==> src/rtl/bw_iodll_loop_ctl.sv <==
// bw_iodll_loop_ctl
//   Loop controller for the DDR DLL delay lines. Phase-detector up/down votes
//   are integrated in a small signed filter; each time the filter reaches
//   +/-FILT_TH a code step is issued. The internal code is published on lpf_out
//   only during an upd_req/upd_ack handshake, so slave lines never see a change
//   mid-burst. Lock is declared after a direction reversal and dropped after a
//   run of same-direction steps.
//
// Ports
//   clk          core clock, rising edge
//   reset        synchronous active-high reset
//   enable       loop enable; low freezes the code (state drops to IDLE)
//   pd_up/pd_dn  phase detector votes, sampled every cycle
//   ovr_en       software override; code follows ovr_code
//   ovr_code     override code
//   upd_ack      slave lines idle; lpf_out may change this cycle
//   lpf_out      registered delay code to slave lines
//   upd_req      registered: internal code differs from lpf_out
//   locked       registered: state is TRACK
//   code_min_err sticky: down-step requested at code 0
//   code_max_err sticky: up-step requested at max code
module bw_iodll_loop_ctl #(
    parameter int CODE_W    = 5,
    parameter int INIT_CODE = 16,
    parameter int FILT_TH   = 8,
    parameter int FILT_W    = 5,
    parameter int TRK_LOSS  = 3
) (
    input  logic              clk,
    input  logic              reset,
    input  logic              enable,
    input  logic              pd_up,
    input  logic              pd_dn,
    input  logic              ovr_en,
    input  logic [CODE_W-1:0] ovr_code,
    input  logic              upd_ack,
    output logic [CODE_W-1:0] lpf_out,
    output logic              upd_req,
    output logic              locked,
    output logic              code_min_err,
    output logic              code_max_err
);
    typedef enum logic [1:0] {IDLE, ACQ, TRACK, OVR} state_t;

    localparam int CNT_W = $clog2(TRK_LOSS + 1);
    localparam logic signed [FILT_W-1:0] ONE  = FILT_W'(1);
    localparam logic signed [FILT_W-1:0] TH   = FILT_W'(FILT_TH);
    localparam logic signed [FILT_W-1:0] NTH  = -TH;
    localparam logic [CODE_W-1:0]        INIT = CODE_W'(INIT_CODE);
    localparam logic [CNT_W-1:0]         LOSS_M1 = CNT_W'(TRK_LOSS - 1);
    localparam logic [CNT_W-1:0]         CNT_MAX = '1;

    state_t                    state, state_nxt;
    logic signed [FILT_W-1:0]  acc, acc_nxt, acc_sum;
    logic [CODE_W-1:0]         code, code_nxt, lpf_nxt;
    logic                      step_up_q, step_dn_q, hit_up, hit_dn;
    logic                      hist_vld, hist_vld_nxt, hist_dir, hist_dir_nxt;
    logic [CNT_W-1:0]          run_cnt, run_cnt_nxt;
    logic                      run, step_vld, step_dir, same_dir, clr_hist;
    logic                      min_set, max_set;

    // Filter and step application only while actively tracking the loop.
    assign run      = (state == ACQ || state == TRACK) && !ovr_en && enable;
    // Threshold hits are registered and applied to the code one cycle later.
    assign step_vld = run && (step_up_q || step_dn_q);
    assign step_dir = step_up_q;
    assign same_dir = hist_vld && (hist_dir == step_dir);

    // Next state
    always_comb begin
        state_nxt = state;
        case (state)
            IDLE: begin
                if (ovr_en)      state_nxt = OVR;
                else if (enable) state_nxt = ACQ;
            end
            OVR: begin
                if (!ovr_en) state_nxt = enable ? ACQ : IDLE;
            end
            default: begin // ACQ, TRACK
                if (ovr_en)       state_nxt = OVR;
                else if (!enable) state_nxt = IDLE;
                else if (step_vld) begin
                    if (state == ACQ && hist_vld && !same_dir)
                        state_nxt = TRACK;
                    else if (state == TRACK && same_dir && run_cnt >= LOSS_M1)
                        state_nxt = ACQ;
                end
            end
        endcase
    end

    // Entering any state but TRACK restarts filter and lock history.
    assign clr_hist = (state_nxt != state) && (state_nxt != TRACK);

    // Filter accumulator; the threshold value is never stored.
    always_comb begin
        acc_sum = acc;
        acc_nxt = acc;
        hit_up  = 1'b0;
        hit_dn  = 1'b0;
        if (run) begin
            if (pd_up && !pd_dn)      acc_sum = acc + ONE;
            else if (pd_dn && !pd_up) acc_sum = acc - ONE;
            if (acc_sum == TH) begin
                hit_up  = 1'b1;
                acc_nxt = '0;
            end else if (acc_sum == NTH) begin
                hit_dn  = 1'b1;
                acc_nxt = '0;
            end else begin
                acc_nxt = acc_sum;
            end
        end
        if (clr_hist || state == IDLE || state == OVR) acc_nxt = '0;
    end

    // Step history; saturated steps still count.
    always_comb begin
        hist_vld_nxt = hist_vld;
        hist_dir_nxt = hist_dir;
        run_cnt_nxt  = run_cnt;
        if (step_vld) begin
            if (same_dir) begin
                if (run_cnt != CNT_MAX) run_cnt_nxt = run_cnt + 1'b1;
            end else begin
                run_cnt_nxt = CNT_W'(1);
            end
            hist_vld_nxt = 1'b1;
            hist_dir_nxt = step_dir;
        end
        if (clr_hist) begin
            hist_vld_nxt = 1'b0;
            hist_dir_nxt = 1'b0;
            run_cnt_nxt  = '0;
        end
    end

    // Code update and handshake
    always_comb begin
        code_nxt = code;
        min_set  = 1'b0;
        max_set  = 1'b0;
        if (ovr_en) begin
            code_nxt = ovr_code;
        end else if (step_vld) begin
            if (step_dir) begin
                if (code == '1) max_set  = 1'b1;
                else            code_nxt = code + 1'b1;
            end else begin
                if (code == '0) min_set  = 1'b1;
                else            code_nxt = code - 1'b1;
            end
        end
        // lpf_out takes the current code only on handshake, so pending
        // changes coalesce into one transfer of the latest value.
        lpf_nxt = (upd_req && upd_ack) ? code : lpf_out;
    end

    always_ff @(posedge clk) begin
        if (reset) begin
            state        <= IDLE;
            acc          <= '0;
            code         <= INIT;
            lpf_out      <= INIT;
            upd_req      <= 1'b0;
            locked       <= 1'b0;
            code_min_err <= 1'b0;
            code_max_err <= 1'b0;
            step_up_q    <= 1'b0;
            step_dn_q    <= 1'b0;
            hist_vld     <= 1'b0;
            hist_dir     <= 1'b0;
            run_cnt      <= '0;
        end else begin
            state        <= state_nxt;
            acc          <= acc_nxt;
            code         <= code_nxt;
            lpf_out      <= lpf_nxt;
            upd_req      <= (code_nxt != lpf_nxt);
            locked       <= (state_nxt == TRACK);
            code_min_err <= code_min_err | min_set;
            code_max_err <= code_max_err | max_set;
            step_up_q    <= hit_up;
            step_dn_q    <= hit_dn;
            hist_vld     <= hist_vld_nxt;
            hist_dir     <= hist_dir_nxt;
            run_cnt      <= run_cnt_nxt;
        end
    end
endmodule

==> config.mk <==
export PLATFORM = sky130hd
export DESIGN_NAME = bw_iodll_loop_ctl
export DESIGN_NICKNAME = d
export VERILOG_FILES = /design/src/rtl/bw_iodll_loop_ctl.sv
export SDC_FILE = /design/constraint.sdc
export NUM_CORES = 1
export LEC_CHECK = 0
export BUFFER_PORTS_ARGS = -buffer_cell sky130_fd_sc_hd__buf_2
export CORE_MARGIN = 2
export CORE_UTILIZATION = 30
export DETAILED_ROUTE_END_ITERATION = 10
export SYNTH_ARGS = -nofsm -noshare
export SYNTH_HDL_FRONTEND = slang
export SYNTH_SLANG_ARGS = --single-unit
==> constraint.sdc <==
create_clock -name clk -period 2.96 [get_ports clk]
set_input_delay 0.296 -clock clk [delete_from_list [all_inputs] [get_ports clk]]
set_output_delay 0.296 -clock clk [all_outputs]
set_load 0.01 [all_outputs]
[Word-level counts from Yosys, hierarchy flattened]
Index checks and enable logic that the tools add are counted.
Cells by class
  add/sub/neg operators: 5
  magnitude comparators: 1
  equality and inequality tests: 13
  muxes and demuxes: 33
  bitwise gates (word level): 3
  reductions and logical operators: 27
Operators with widths (count)
  $mux W5: 11
  $mux W2: 10
  $logic_and A1 B1 Y1: 12
  $mux W1: 11
  $eq A5 B5 Y1 const B: 2
  $eq A2 B2 Y1 const B: 3
  $reduce_or A2 Y1: 3
  $add A5 B1 Y5 const B: 1
  $add A5 B2 Y5 const B: 1
  $eq A5 B4 Y1 const B: 1
  $logic_not A5 Y1: 1
  $ne A5 B5 Y1: 1
  $sub A5 B1 Y5 const B: 1
  $sub A5 B2 Y5 const B: 1
  $logic_not A1 Y1: 4
  $logic_or A1 B1 Y1: 4
  $ne A2 B2 Y1 const B: 2
  $pmux W2 S2: 1
  $reduce_or A3 Y1: 1
  $add A2 B1 Y2 const B: 1
  $eq A2 B1 Y1 const B: 1
  $ge A2 B2 Y1 const B: 1
  $logic_not A2 Y1: 1
  $ne A2 B1 Y1 const B: 1
  5 further kinds: 6
Word-level totals
  flip-flop bits (word level): 27
  input bits: 12
  logic and storage cells: 95

[Logic depth before layout (Yosys ltp)]
  word-level depth: 15
  mapped depth: 9

[Worst setup path after synthesis]
No wires, ideal clock.
  path type: reg2reg
  start: reg state[0]
  end: reg acc[0]
  setup time: 134 ps
  data arrival time: 2076 ps
  path slack: 750 ps
  cell stages (with the launch flop): 10
  buffers on the path: 1
  clock period less this slack: 2210 ps
  cells stage by stage: dfxtp_1 -> inv_1 -> ha_1 -> buf_2 -> o211a_1 -> nand2_2 -> o21ai_1 -> o21a_1 -> o32ai_4 -> nor4_1
Between the ends
  longest elaborated chain between the ends: 14
  elaborated cells on any way between the ends: 27
  classes of those cells: eq/ne (5); mux (9); reduce/logical (13)
Ends and longest elaborated chain
  from (decl): line 53  | state_t state, state_nxt;
  from (signal assigned): line 176  | state <= state_nxt;
  $eq A2 B2 Y1 / $eq A2 B1 Y1 (equally long branches): line 63, 86, 84
  $logic_and A1 B1 Y1 / $logic_or A1 B1 Y1 (equally long branches): line 86, 63
  $logic_and A1 B1 Y1, on equally long branches: line 86, 63
  $mux W2 / $logic_and A1 B1 Y1 (equally long branches): line 86, 63
  $mux W2 / $logic_and A1 B1 Y1 (equally long branches): line 84, 65
  $mux W2: line 83  | else if (step_vld) begin
  $mux W2: line 82  | else if (!enable) state_nxt = IDLE;
  $mux W2: line 81  | if (ovr_en) state_nxt = OVR;
  $pmux W2 S2: line 72  | case (state)
  $ne A2 B2 Y1: line 94  | assign clr_hist = (state_nxt != state) && (state_nxt != TRACK);
  $logic_and A1 B1 Y1: line 94
  $logic_or A1 B1 Y1 (2 in a row): line 115  | if (clr_hist || state == IDLE || state == OVR) acc_nxt = '0;
  $reduce_or A2 Y1 (no source line)
  to (signal assigned): line 177  | acc <= acc_nxt;
  to (decl): line 54  | logic signed [FILT_W-1:0] acc, acc_nxt, acc_sum;
Parallel ways exist; a longest one is shown, timed or not.
A chain may end at the register's enable or synchronous reset.

[Final worst setup path]
  start: reg state[0]
  end: reg acc[1]
Same word-level chain as after synthesis.

==> flow_metrics.tcl <==
set metrics [dict create \
    finalHoldViolCount 0 \
    cts_sinks 27 \
    grt_pass1_vias 1677 \
    hold_path.class "input port to flip-flop" \
    portBuffers 20 \
    remaining_drc_errors 0 \
    seqPwrFrac 0.400 \
    slowest_stage "dfxtp_1" \
    place_ws_ps 270 \
    htree_num_levels 1 \
    drv_slew 0 \
    cpPeakStageDelay_ps 510 \
    diodes 0 \
    yosysMostFrequentCell "dfxtp_1" \
    rsz0062_at_grt "false" \
    worst_pin_slew_ps 629 \
    via_per_inst 5.38 \
    die_h_um 85.4 \
    power.share.switching 0.394 \
    synth_largest_area_cell "dfxtp_1" \
    cp.buffers_inverters 1 \
    cp.arrival_ps 2820 \
    final_util 0.336 \
    ioPinCount 21 \
    finalInstanceArea_um2 2150 \
    start_util 0.311 \
    setup_ws_ps 284 \
    period_needed_ps 2680 \
    cp_top_family "compound AO/OA/AOI/OAI gates" \
    clkSlewWorstSetupHoldPaths_ps 100 \
    drt_iter0_drc 142 \
    grt_use_total 0.130 \
    dr.pass1.iters 4 \
    cts_hold_buffers 0 \
    crit_required_ps 3100 \
    worstSetupPathType "flip-flop to flip-flop" \
    cts_tree "built" \
    cp-start-kind "flip-flop" \
    cap_violations 0 \
    fin_cells 329 \
    nets 275 \
    synth_top_area_share 0.272 \
    cts_buffers 3 \
    fillers 687 \
    setup_violations 0 \
    wl_um 4500 \
    pwr-share-comb 0.405 \
    p_total_mw 1.08 \
    dp_cells 325 \
    area_growth_pct 8.12 \
    grt_max_degree 23 \
    grt_overflow 0 \
    ir_worst_vdd_mv 0.245 \
    power.switching_uw 425 \
    period_share 0.904 \
    powerDensity_nw_per_um2 502 \
    leakagePower_nw 0.809 \
    postPlaceCellArea_um2 2100 \
    synthArstFlopShare 0 \
    synth-seq-area-share 0.272 \
    antenna_found_initial 0 \
    cts_buffer_depth 2 \
    crit_fanout 11 \
    syn_avg_cell_area_um2 8.18 \
    holdWs_ps 271 \
    worstSetupEndpointType "flip-flop" \
    fmax_ghz 0.374 \
    synth_area_leaders "dfxtp_1, ha_1, nor2_1" \
    core_um2 6390 \
    finClkSkew_ps 7.61 \
    status "completed" \
    synth_nets 265 \
    drive_above_1_share 0.155 \
    synth-seq-cells 27 \
    synth.cell_area_um2 1990 \
    synth_cell_type_count 65 \
    grt_first_pass_wirelength_um 7890 \
    synthCells 243 \
    slew-limit-headroom 0.580 \
    vias 1771 \
    internal-power_uw 654 \
    gp_congestion 0.817 \
    yosys_warnings 0 \
    clkPwrFrac 0.195 \
    cp_cell_sequence "inv_1 > ha_1 > o211ai_2 > nor4_2 > a21oi_1 > o21a_1 > o32ai_4 > nor4_1" \
    rows 29 \
    tns_ps 0 \
    synth_edf_count 0 \
    die_w_um 85.4 \
    ctsResizeCount 0 \
    clkLatencyLatePin_ps 270 \
    synth_common_cells "dfxtp_1, nor2_1, nand2_1, a21oi_1, inv_1" \
    cts.root.buffer_cell "clkbuf_8" \
    die_area_um2 7290 \
    antenna_left 0 \
    cts_setup_buffers 0 \
    ys.flop_type "dfxtp_1" \
    reg2reg_slack_ps 280 \
    post-dp-hpwl_um 3450 \
    wl_per_cell_um 13.7 \
]
==> final timing paths <==
| path | cells after the start | start | end |
|---|---|---|---|
| worst min register to register | 2 | code_max_err | code_max_err |
| worst max register to register | 8 | state[0] | acc[1] |
| worst min-delay path | 3 | ovr_code[4] | code[4] |
| worst max-delay path | 8 | state[0] | acc[1] |
==> tightest hold or removal path, delay by kind of cell <==
family	cells	cell delay [ps]
compound gates	1	70
simple gates	1	60
buf+inv	1	90
==> placed cells by master, fill, tap and decap left out, types with 6 or more instances in the layout <==
master	synthesis	final
nor3_1	6	6
inv_1	11	11
nor2_1	26	26
xor2_1	7	7
o21ai_0	6	6
ha_1	10	10
buf_2	7	20
xnor2_1	7	7
dfxtp_1	27	27
a21oi_1	14	14
nand3_1	8	8
nor4_1	7	7
nand2_1	18	18
==> power by group through the flow <==
stage	Clock [mW]	Combinational [mW]	Sequential, mW
after floorplan	0	0.351	0.430
after global placement	0	0.433	0.439
after detailed placement	0	0.440	0.440
after CTS	0.218	0.442	0.432
after global routing	0.235	0.489	0.438
final	0.210	0.437	0.432
==> sequential cells by signal, summed over array words and instances, names as in the netlist, 2 cells and up <==
name / flops
acc: 5
code: 5
lpf_out: 5
run_cnt: 2
state: 2
==> area by class of cell <==
type | instances | area (um^2) | share of cell area
Timing Repair Buffer | 20 | 100 | 0.0466
Clock buffer | 4 | 45.0 | 0.0210
Inverter | 12 | 45.0 | 0.0210
Tap cell | 77 | 96.3 | 0.0448
Sequential cell | 27 | 541 | 0.252
Multi-Input combinational cell | 189 | 1320 | 0.615
==> routing by layer <==
| metal | up-vias | wire (um) | track usage |
|---|---|---|---|
| met5 | - | 0 | 0 |
| met4 | 0 | 55 | 0.0303 |
| met3 | 4 | 200 | 0.0195 |
| met2 | 37 | 2000 | 0.207 |
| met1 | 823 | 2250 | 0.184 |
| li1 | 907 | - | - |
==> kinds of logic (layout without fill, tap and decap cells) <==
kind of cell | Yosys count | count (layout) | share of synthesized area
AO/OA/AOI/OAI | 68 | 68 | 0.263
buffers and inverters | 27 | 36 | 0.0630
multiplexers | 6 | 6 | 0.0309
adder cells (fa/ha/maj) | 10 | 10 | 0.0630
flip-flops | 27 | 27 | 0.272
XOR/XNOR | 14 | 14 | 0.0617
AND/OR/NAND/NOR | 91 | 91 | 0.247
(Power assumes the default switching activity.)
